### config.mk
export PLATFORM = sky130hd
export DESIGN_NAME = decade_scan_ctrl
export DESIGN_NICKNAME = d
export VERILOG_FILES = /design/src/rtl/decade_scan_ctrl.sv
export SDC_FILE = /design/constraint.sdc
export NUM_CORES = 1
export LEC_CHECK = 0
export ABC_CLOCK_PERIOD_IN_PS = 4300
export CAP_MARGIN = 10
export CORE_ASPECT_RATIO = 0.7
export CORE_MARGIN = 2
export CORE_UTILIZATION = 60
export CTS_BUF_LIST = sky130_fd_sc_hd__clkbuf_4 sky130_fd_sc_hd__clkbuf_8
export CTS_CLUSTER_DIAMETER = 50
export DETAILED_ROUTE_END_ITERATION = 10
export DONT_BUFFER_PORTS = 1
export PLACE_DENSITY = 0.76
export SYNTH_ARGS = -nofsm -noshare
export SYNTH_HDL_FRONTEND = slang
export SYNTH_SLANG_ARGS = --single-unit
export TNS_END_PERCENT = 10
### constraint.sdc
create_clock -name clk -period 4.3 [get_ports clk]
set_clock_uncertainty 0.2 [all_clocks]
set_input_delay 0.43 -clock clk [delete_from_list [all_inputs] [get_ports clk]]
set_output_delay 0.43 -clock clk [all_outputs]
set_load 0.01 [all_outputs]
### src/rtl/decade_scan_ctrl.sv
// BCD scan sequencer feeding a 4-to-10 one-hot decoder: steps code 0..LAST at a programmable rate.
// Optional: define DECADE_SCAN_BOUNCE_EN to make the code reverse direction at the ends instead of wrapping.
module decade_scan_ctrl #(
    parameter int unsigned DIV_W = 16,
    parameter int unsigned LAST  = 9
) (
    input  logic             clk,
    input  logic             rst,
    input  logic             start,
    input  logic             stop,
    input  logic             cont,
    input  logic             dir,
    input  logic [DIV_W-1:0] div,
    input  logic             load,
    input  logic [3:0]       load_val,
    output logic [3:0]       code,
    output logic             step,
    output logic             wrap,
    output logic             done,
    output logic             busy
);

    localparam logic [3:0] LAST_C = 4'(LAST);
    localparam int unsigned PASS_W = 5;
`ifdef DECADE_SCAN_BOUNCE_EN
    localparam int unsigned PASS_LEN = 2 * LAST;
`else
    localparam int unsigned PASS_LEN = LAST + 1;
`endif

    typedef enum logic [1:0] {IDLE, SCAN, DONE} state_t;

    state_t              state, state_nxt;
    logic [DIV_W-1:0]    pre, pre_nxt;
    logic [DIV_W-1:0]    div_q, div_nxt;
    logic [PASS_W-1:0]   pass, pass_nxt;
    logic                cont_q, cont_nxt;
    logic                dir_q, dir_nxt;
    logic [3:0]          code_nxt, code_adv;
    logic                wrap_adv;
    logic                step_nxt, wrap_nxt, done_nxt, busy_nxt;
`ifdef DECADE_SCAN_BOUNCE_EN
    logic                going_down;
    logic                dir_adv;
`endif

    // State and registered outputs
    always_ff @(posedge clk) begin
        if (rst) begin
            state  <= IDLE;
            code   <= 4'd0;
            pre    <= '0;
            pass   <= '0;
            div_q  <= '0;
            cont_q <= 1'b0;
            dir_q  <= 1'b0;
            step   <= 1'b0;
            wrap   <= 1'b0;
            done   <= 1'b0;
            busy   <= 1'b0;
        end else begin
            state  <= state_nxt;
            code   <= code_nxt;
            pre    <= pre_nxt;
            pass   <= pass_nxt;
            div_q  <= div_nxt;
            cont_q <= cont_nxt;
            dir_q  <= dir_nxt;
            step   <= step_nxt;
            wrap   <= wrap_nxt;
            done   <= done_nxt;
            busy   <= busy_nxt;
        end
    end

    // Next state, next code and next output pulses
    always_comb begin
        state_nxt = state;
        code_nxt  = code;
        pre_nxt   = pre;
        pass_nxt  = pass;
        div_nxt   = div_q;
        cont_nxt  = cont_q;
        dir_nxt   = dir_q;
        step_nxt  = 1'b0;
        wrap_nxt  = 1'b0;

`ifdef DECADE_SCAN_BOUNCE_EN
        // An end reached in the travel direction turns around before stepping
        going_down = dir_q;
        if (!dir_q && code == LAST_C)
            going_down = 1'b1;
        else if (dir_q && code == 4'd0)
            going_down = 1'b0;
        code_adv = going_down ? code - 4'd1 : code + 4'd1;
        wrap_adv = going_down ? (code_adv == 4'd0) : (code_adv == LAST_C);
        dir_adv  = going_down ^ wrap_adv;
`else
        if (dir_q) begin
            code_adv = (code == 4'd0) ? LAST_C : code - 4'd1;
            wrap_adv = (code == 4'd0);
        end else begin
            code_adv = (code == LAST_C) ? 4'd0 : code + 4'd1;
            wrap_adv = (code == LAST_C);
        end
`endif

        case (state)
            IDLE: begin
                if (start && !stop && !load) begin
                    state_nxt = SCAN;
                    div_nxt   = div;
                    cont_nxt  = cont;
                    dir_nxt   = dir;
                    pre_nxt   = '0;
                    pass_nxt  = '0;
                end
            end
            SCAN: begin
                if (stop) begin
                    state_nxt = IDLE;
                end else if (!load) begin
                    if (pre == div_q) begin
                        pre_nxt  = '0;
                        code_nxt = code_adv;
                        step_nxt = 1'b1;
                        wrap_nxt = wrap_adv;
`ifdef DECADE_SCAN_BOUNCE_EN
                        dir_nxt  = dir_adv;
`endif
                        if (!cont_q) begin
                            pass_nxt = pass + PASS_W'(1);
                            if (pass == PASS_W'(PASS_LEN - 1))
                                state_nxt = DONE;
                        end
                    end else begin
                        pre_nxt = pre + DIV_W'(1);
                    end
                end
            end
            DONE:    state_nxt = IDLE;
            default: state_nxt = IDLE;
        endcase

        // Preload overrides stepping and the stop hold, but not stop's return to IDLE
        if (load) begin
            code_nxt = (load_val > LAST_C) ? 4'd0 : load_val;
            pre_nxt  = '0;
            pass_nxt = '0;
        end

        busy_nxt = (state_nxt != IDLE);
        done_nxt = (state_nxt == DONE);
    end

endmodule
==> impl_metrics.yaml <==
floorplan:
  fp.dieW_um: 79.8
  placementRows: 19
  initial_core_util_pct: 62.0
  num_io_pins: 35
  dieArea_um2: 4560
  core-area_um2: 3900
  die_h_um: 57.1
job:
  maxCapViolCount: 0
sta:
  post-route-period-util_pct: 65.8
  hold_viol_final: 0
  setup_viol: 0
  worstMarginPinSlew_ns: 1.16
  period_minus_slack_ns: 2.83
  slew_headroom_pct: 22.4
  setup_tns_ns: 0
  grt_setup_unrepaired: "false"
  max_freq_mhz: 354
  slew_viol_final: 0
clocking:
  clock_latency_ns: 0.31
  path_clk_slew_ns: 0.09
  h-tree-depth: 2
  clockBufferDepth: 2
  cts_buffers: 5
  cts_sinks: 49
  ctsResizeCount: 0
  cts_tree: "done"
  cts-root-buf: "clkbuf_8"
layout:
  fin_nets: 312
  layout_common_cells: "dfxtp_1, nand2_1, a21oi_1"
  fin_area_um2: 2540
  area_growth_pct: 5.33
  final_common_cell: "dfxtp_1"
  drive_above_1_share_pct: 5.30
  num_antenna_cells: 0
logic_synthesis:
  synth_edf_count: 0
  ys_async_sr_fraction_pct: 0
  syn-instance-count: 292
  syn-cell-area_um2: 2420
  syn_area_per_cell_um2: 8.27
  synth_ff_type: "dfxtp_1"
  ys_types: 43
  yosys_warnings: 0
  synth_seq_cells: 49
  syn_nets: 322
  yosysSeqAreaShare_pct: 40.6
placement:
  dpl_cell_area_um2: 2400
  dpl.hpwl_um: 3570
  gp_congestion: 0.821
  port_buffers: 0
routing:
  antenna_left: 0
  firstDrtPassIters: 4
  drtIter0Drc: 174
  vias: 1954
  wl_um: 5010
  wl_per_cell_um: 14.9
  drcViolationCount: 0
  vias_per_cell: 5.83
power_and_ir_drop:
  p_int_w: 0.000715
  swShare_pct: 22.8
  switchingPower_w: 0.000211
  combPwrFrac_pct: 7.3
  pwr-share-seq_pct: 51.1
  peakVddDrop_v: 0.000286
  powerDensity_nw_per_um2: 364
  power.leakage_nw: 0.893
  p_clk_share_pct: 41.6
worst_setup_path:
  required_ns: 4.25
  critPathCaptureType: "flop"
  arrival_ns: 2.78
  cpMaxStageDelayCell: "a21oi_1"
  slowest_delay_ns: 1.03
  crit_family: "compound AO/OA/AOI/OAI gates"
  crit_chain: "xor2_1 -> nor4_2 -> nand4_2 -> a21oi_1 -> nor3_1"
  setup.worst_path.class: "reg2reg"
  cp_max_fo: 18
  critical_path_buf_inv_count: 0
  start_kind: "flop"
global_route:
  grt_overflow: 0
  grt_pass1_wl_um: 8510
  track_usage_pct: 24.6
  antenna_found_initial: 0
  grt_pass1_vias: 1725
  grt_max_degree: 29
run_status:
  status: "finished, final reports clean"
hold_path:
  hold_class: "in2reg"
[power groups by stage]
stage               registers (W)  clock network, W  logic [W]
floorplan                0.000479                 0  0.0000593
global placement         0.000484                 0  0.0000628
detailed placement       0.000484                 0  0.0000627
CTS                      0.000473          0.000389  0.0000672
global route             0.000475          0.000411  0.0000764
finish                   0.000473          0.000385  0.0000674
[cell families (layout without fill, tap and decap cells)]
kind of cell,Yosys count,count (layout),synth area share [%]
simple gates,134,134,29.5
buf+inv,23,14,4.09
xor+xnor,32,32,11.6
flops,49,49,40.6
compound gates,51,51,12.6
fa+ha+maj,3,3,1.55
[cell type report]
cell class	count	area, µm²
clock inverter	3	65.1
fill	355	1350
timing repair buffer	1	10.0
inverter	5	18.8
tap	52	65.1
multi-input combinational	220	1340
clock buffer	5	68.8
sequential	49	981
[per-layer routing]
layer / share of wire, % / GRT usage (%) / wire length, µm / up-vias
met3: 7.5 / 5.54 / 376 / 7
li1: - / - / - / 1009
met2: 38 / 32.1 / 1920 / 70
met4: 1.2 / 8.23 / 62 / 0
met5: 0 / 0 / 0 / -
met1: 53 / 39.5 / 2650 / 868
[final timing paths]
path / slack [ns] / cells after the start / endpoint / from
worst min-delay path: 0.02 / 1 / busy / rst
worst min register to register: 0.27 / 2 / div_q[12] / div_q[12]
worst max register to register: 1.47 / 5 / pre[6] / pre[12]
worst max-delay path: 1.47 / 5 / pre[6] / pre[12]
[state kept, by name (all words and copies together), names as in the netlist]
register	cells
code	4
pass	5
cont_q	1
step	1
wrap	1
div_q	16
pre	16
dir_q	1
busy	1
state	2
done	1
[synthesized netlist by cell type (2+ instances only)]
library cell / n / share of area, %
o311ai_0: 3 / 1.1
nor4_2: 4 / 2.1
nor2b_1: 4 / 1.0
ha_1: 3 / 1.6
xnor2_1: 13 / 4.7
buf_2: 4 / 0.83
dfxtp_1: 49 / 41
nor3_1: 22 / 4.6
a21oi_1: 26 / 5.4
nand3_1: 10 / 2.1
and3b_1: 4 / 1.4
o211ai_1: 2 / 0.62
o31ai_1: 2 / 0.62
nor3b_1: 3 / 0.93
or4_1: 5 / 1.6
o21ai_1: 2 / 0.41
nor4_1: 4 / 1.0
nand4_1: 4 / 1.0
inv_1: 5 / 0.78
nor2_1: 12 / 1.9
nand2_1: 46 / 7.1
or3_1: 6 / 1.6
nand2b_1: 3 / 0.78
a221oi_1: 2 / 0.73
o21ai_0: 7 / 1.4
clkbuf_1: 12 / 1.9
xor2_1: 19 / 6.9
[timing repair]
| item | CTS | global route |
|---|---|---|
| hold endpoints to repair | 20 | 0 |
| hold buffers | 1 | 0 |
| buffers inserted | 0 | 0 |
[stage by stage]
step                      setup slack, ns  hold slack [ns]  total power, W  utilization (%)  cells
final                                1.47           0.0243        0.000926             65.3    335
after floorplan                      2.22            0.244        0.000538                -    292
after detailed placement             1.54            0.256        0.000547             61.6    326
after global routing                 1.24           0.0136        0.000963             65.3    335
after CTS                            1.51           0.0173        0.000929             65.3    335
after global placement               1.55            0.250        0.000546             61.6    326
(Power assumes the default switching activity.)
